--- src/rtl/picobus_stream_target.sv ---
// PicoBus target bridging a DATA register to 128b TX/RX streams through two FWFT FIFOs.
// Optional STATS register at offset 0x40 when STREAM_TARGET_STATS_EN is defined.

module picobus_stream_fifo #(
    parameter int W  = 128,
    parameter int AW = 4
) (
    input  logic          clk,
    input  logic          rst_n,
    input  logic          push,
    input  logic          pop,
    input  logic          flush,
    input  logic [W-1:0]  din,
    output logic [W-1:0]  dout,
    output logic [AW:0]   count,
    output logic          full,
    output logic          empty
);
    logic [W-1:0] mem [2**AW];
    logic [AW:0]  wptr, rptr;

    always_ff @(posedge clk or negedge rst_n) begin
        if (!rst_n) begin
            wptr <= '0;
            rptr <= '0;
        end else if (flush) begin
            wptr <= '0;
            rptr <= '0;
        end else begin
            if (push) wptr <= wptr + 1'b1;
            if (pop)  rptr <= rptr + 1'b1;
        end
    end

    always_ff @(posedge clk) begin
        if (push && !flush) mem[wptr[AW-1:0]] <= din;
    end

    assign dout  = mem[rptr[AW-1:0]];
    assign count = wptr - rptr;
    // Extra pointer bit distinguishes full from empty when the indices match.
    assign full  = (wptr[AW] != rptr[AW]) && (wptr[AW-1:0] == rptr[AW-1:0]);
    assign empty = (wptr == rptr);
endmodule

module picobus_stream_target #(
    parameter logic [31:0] BASE_ADDR       = 32'h0001_0000,
    parameter int          FIFO_DEPTH_LOG2 = 4,
    parameter logic [31:0] ID_VALUE        = 32'h5053_5431
) (
    input  logic         PicoClk,
    input  logic         PicoRst_n,
    input  logic [31:0]  PicoAddr,
    input  logic [127:0] PicoDataIn,
    input  logic         PicoWr,
    input  logic         PicoRd,
    output logic [127:0] PicoDataOut,
    output logic         m_valid,
    input  logic         m_ready,
    output logic [127:0] m_data,
    input  logic         s_valid,
    output logic         s_ready,
    input  logic [127:0] s_data
);
    localparam int CW = FIFO_DEPTH_LOG2 + 1;

    typedef struct packed {
        logic       wr;
        logic       rd;
        logic [3:0] off;
    } bus_req_t;

    bus_req_t     req;
    logic         sel;
    logic         unused_addr_bits;
    logic         tx_push, tx_pop, tx_full, tx_empty, tx_ovf;
    logic         rx_push, rx_pop, rx_full, rx_empty, rx_udf;
    logic         data_wr, data_rd, ctl_wr, flush_tx, flush_rx, clr;
    logic [CW-1:0] tx_count, rx_count;
    logic [127:0] rx_head, status, rd_mux;

    assign sel     = (PicoAddr[31:8] == BASE_ADDR[31:8]);
    assign req     = '{wr: PicoWr && sel, rd: PicoRd && sel, off: PicoAddr[7:4]};
    assign unused_addr_bits = ^PicoAddr[3:0];

    assign data_wr  = req.wr && (req.off == 4'h0);
    assign data_rd  = req.rd && (req.off == 4'h0);
    assign ctl_wr   = req.wr && (req.off == 4'h2);
    assign flush_tx = ctl_wr && PicoDataIn[0];
    assign flush_rx = ctl_wr && PicoDataIn[1];
    assign clr      = ctl_wr && PicoDataIn[2];

    // Fullness/emptiness are sampled before same-cycle stream activity.
    assign tx_push = data_wr && !tx_full;
    assign tx_pop  = !tx_empty && m_ready;
    assign rx_push = s_valid && !rx_full;
    assign rx_pop  = data_rd && !rx_empty;

    assign m_valid = !tx_empty;
    assign s_ready = !rx_full;

    picobus_stream_fifo #(.W(128), .AW(FIFO_DEPTH_LOG2)) u_tx (
        .clk(PicoClk), .rst_n(PicoRst_n), .push(tx_push), .pop(tx_pop), .flush(flush_tx),
        .din(PicoDataIn), .dout(m_data), .count(tx_count), .full(tx_full), .empty(tx_empty)
    );

    picobus_stream_fifo #(.W(128), .AW(FIFO_DEPTH_LOG2)) u_rx (
        .clk(PicoClk), .rst_n(PicoRst_n), .push(rx_push), .pop(rx_pop), .flush(flush_rx),
        .din(s_data), .dout(rx_head), .count(rx_count), .full(rx_full), .empty(rx_empty)
    );

    // A flag event in the same cycle as a clear is kept (clear then set).
    always_ff @(posedge PicoClk or negedge PicoRst_n) begin
        if (!PicoRst_n) begin
            tx_ovf <= 1'b0;
            rx_udf <= 1'b0;
        end else begin
            tx_ovf <= (tx_ovf && !clr) || (data_wr && tx_full);
            rx_udf <= (rx_udf && !clr) || (data_rd && rx_empty);
        end
    end

`ifdef STREAM_TARGET_STATS_EN
    logic [63:0] st_tx, st_rx;

    always_ff @(posedge PicoClk or negedge PicoRst_n) begin
        if (!PicoRst_n) begin
            st_tx <= '0;
            st_rx <= '0;
        end else begin
            st_tx <= (clr ? 64'd0 : st_tx) + {63'd0, tx_push && !flush_tx};
            st_rx <= (clr ? 64'd0 : st_rx) + {63'd0, rx_pop};
        end
    end
`endif

    assign status = {92'd0, rx_udf, tx_ovf, rx_empty, tx_full,
                     16'(rx_count), 16'(tx_count)};

    always_comb begin
        rd_mux = '0;
        case (req.off)
            4'h0: rd_mux = rx_empty ? '0 : rx_head;
            4'h1: rd_mux = status;
            4'h3: rd_mux = {96'd0, ID_VALUE};
`ifdef STREAM_TARGET_STATS_EN
            4'h4: rd_mux = {st_rx, st_tx};
`endif
            default: rd_mux = '0;
        endcase
    end

    // Zero whenever not answering a selected read, so targets can be ORed.
    always_ff @(posedge PicoClk or negedge PicoRst_n) begin
        if (!PicoRst_n) PicoDataOut <= '0;
        else            PicoDataOut <= req.rd ? rd_mux : '0;
    end
endmodule

--- config.mk ---
export PLATFORM = sky130hd
export DESIGN_NAME = picobus_stream_target
export DESIGN_NICKNAME = d
export VERILOG_FILES = /design/src/rtl/picobus_stream_target.sv
export SDC_FILE = /design/constraint.sdc
export NUM_CORES = 2
export LEC_CHECK = 0
export CAP_MARGIN = 10
export CORE_MARGIN = 4
export CORE_UTILIZATION = 60
export DETAILED_ROUTE_END_ITERATION = 7
export DONT_BUFFER_PORTS = 1
export PLACE_DENSITY_LB_ADDON = 0.05
export REMOVE_ABC_BUFFERS = 1
export SKIP_CTS_REPAIR_TIMING = 1
export SYNTH_ARGS = -nofsm -noshare
export SYNTH_HDL_FRONTEND = slang
export SYNTH_HIERARCHICAL = 1
export SYNTH_SLANG_ARGS = --single-unit
--- constraint.sdc ---
create_clock -name PicoClk -period 17.3 [get_ports PicoClk]
set_clock_uncertainty 0.05 [all_clocks]
set_input_delay 3.46 -clock PicoClk [delete_from_list [all_inputs] [get_ports PicoClk]]
set_output_delay 3.46 -clock PicoClk [all_outputs]
set_load 0.01 [all_outputs]
==> run metrics <==
status complete, no violations; dpl ws 8.818 ns; Synth Register Bits 4246; syn_area_per_cell 21.97 um^2; minimum period implied by the final worst setup slack 9.408 ns; area of the multi-input gates 32170 um^2; clock buffer count from CTS 416; Slew @ Worst Pin 1.372 ns; Detail Route Antenna Nets 0; Clock Path Buffers 4; Post-Route Setup TNS 0 ns; Initial DRC Count 6881; H-tree depth 5; clk slew on worst S/H paths 0.07 ns; Slew headroom 7.547%; Peak VDD IR 132.3 uV; Final nets 7785; Async S/R FF share, synth 3.533%; CTS tree done; post-synthesis sequential area ratio 78.56%; reg2reg end u_tx/mem[6][85]; root buffer cell clkbuf_16; largest net degree at the start of global routing 151; CORE AREA 267900 um^2; vias per inst 6.557; dpl cells 10.61k; f_max 106.3 MHz; setup violators final 0; post-synthesis instance area 161400 um^2; GRT Total Usage 26.87%; Die Y-Extent 526.6 um; CP Launch Point u_tx/rptr[2]; Worst Setup End Kind output pin; Hold WS 0.4656 ns; Hold Crit Class reg2reg; Post-synth top flop edfxtp_1; initial antenna violation count 8; Placement Rows 190; FILL cells 17.02k; Power Dens Cells 138.5 nW/um^2; reg2reg path depth 11; port bufs 0; CP Data Required Time 13.79 ns; clock sink count 4246; crit start category register; Hold Path End tx_ovf; Clock Power Share 35.2%; Syn Inst Count 7344; Ys Warns 6; Synth area leader edfxtp_1; # DRC 0; Max Cap Violations 0; Seq pwr share 48.7%; top-count cell post-synth edfxtp_1; hold depth 1; Fin. Hold Viols 0; starting density of the core 60.22%; worst r2r src u_tx/rptr[0]; Sw Share 25.87%; Synth cell types 46; GP Congestion 0.7373; Die X 526.6 um; Routed Wire Length 372700 um; final period utilization 54.38%; Final HPWL DP 182800 um; WP data arrival 5.90 ns; Clk Latency, worst-skew pair 0.92 ns; RSZ-0062 raised after global routing no; area share of the largest cell type after synthesis 76.23%; top post-synthesis cells by area edfxtp_1 76%, mux4_2 11%, mux2i_1 4.8%; GR Overflow Total 0; post-route insts no fill 11.37k; vias in the first global route 77.66k; Worst R2R Setup Slack 10.66 ns; first-pass GRT wire length 541600 um; area delta synth->final 10.27%; critical path class reg2out; worst setup margin 7.892 ns; EDFF count, synth 4096; Leak 56.06 nW; share of cells above drive strength 1 19.90%; Routed WL per cell 32.78 um; DR vias 74.55k; Combinational Power Share 16.1%; worst-path maximum fanout 69; Max Slew Vio Count 0; Sequential cell area 126800 um^2; commonest cells in the netlist 4096 x edfxtp_1, 772 x mux2i_1, 768 x mux4_2, 274 x o21ai_1, 254 x a221oi_1; hold path start tx_ovf; P_sw 6.374 mW; Internal 18.27 mW; DIE AREA 277300 um^2; drt first pass iters 7; IO Count 552
==> cells in the final DEF (no fill, tap or decap), drive strengths merged, types with 7 or more instances in the layout <==
| master | count |
|---|---|
| mux2i | 772 |
| dfrtp | 150 |
| nor4 | 7 |
| clkinvlp | 10 |
| and3 | 108 |
| xnor2 | 14 |
| a22oi | 8 |
| xor2 | 10 |
| and2 | 17 |
| inv | 28 |
| clkinv | 162 |
| nor2b | 8 |
| a221oi | 256 |
| nand4 | 9 |
| buf | 148 |
| clkbuf | 556 |
| nor3 | 14 |
| bufinv | 22 |
| nor2 | 49 |
| mux4 | 768 |
| o21ai | 517 |
| nand2 | 17 |
| edfxtp | 4096 |
| a21oi | 16 |
| ha | 18 |
==> critical path: stages (launching register included) <==
cell,delay (ns)
dfrtp_4,0.92
buf_4,0.79
buf_4,0.96
buf_4,0.78
mux4_2,0.36
mux2i_1,0.08
o21ai_0,0.93
==> metrics by stage <==
step | utilization, % | power, mW | instance area, um^2
after CTS | 66.41 | 24.86 | 177900
final | 66.41 | 24.64 | 177900
after detailed placement | 61.52 | 16.26 | 164800
after global placement | 61.52 | 16.20 | 164800
after floorplan | - | 16.69 | 158800
after global routing | 66.41 | 25.56 | 177900
==> routing by layer <==
layer / track usage [%] / share of wire (%)
met4: 6.951 / 2.7
met3: 6.217 / 7.8
met5: 0 / 0
met2: 45.34 / 51
met1: 35.86 / 39
==> power groups by stage <==
| stage | registers, mW | clock network (mW) | logic (mW) |
|---|---|---|---|
| after global placement | 12.2 | 0 | 4.01 |
| after CTS | 12.0 | 8.81 | 4.04 |
| final | 12.0 | 8.67 | 3.97 |
| after global routing | 12.0 | 9.29 | 4.24 |
| after floorplan | 12.7 | 0 | 4.01 |
| after detailed placement | 12.2 | 0 | 4.03 |
==> logic make-up (layout without fill, tap and decap cells) <==
logic type | Yosys count | after routing | synth area share, %
adder cells (fa/ha/maj) | 20 | 20 | 0.1644
flip-flops | 4246 | 4246 | 78.56
XOR/XNOR | 24 | 24 | 0.1303
AND/OR/NAND/NOR | 251 | 251 | 0.8980
buffers and inverters | 459 | 926 | 1.619
other | 0 | 6 | 0
AO/OA/AOI/OAI | 804 | 804 | 3.124
multiplexers | 1540 | 1540 | 15.51
==> final cells by class <==
type,instances,area share (%)
multi-input combinational,2639,18.08
clock buffer,556,6.444
antenna,6,0.008438
sequential,4246,71.25
clock inverter,202,0.9071
timing repair buffer,148,0.7580
tap,3552,2.498
inverter,20,0.04782
==> worst max path at each step <==
stage | endpoint | slack, ns | cells past startpoint
floorplan | u_tx/mem[11][0] | -17.93 | 6
global placement | m_data[113] | 8.83 | 6
detailed placement | m_data[113] | 8.82 | 6
CTS | m_data[113] | 7.80 | 6
global route | m_data[41] | 7.50 | 6
finish | m_data[20] | 7.89 | 6
==> sequential cells by signal (all words and copies together) (netlist names) <==
register	count
u_rx/mem	2048
u_tx/mem	2048
PicoDataOut	128
u_rx/rptr	5
u_rx/wptr	5
u_tx/rptr	5
u_tx/wptr	5
rx_udf	1
tx_ovf	1
(Power assumes the default switching activity.)
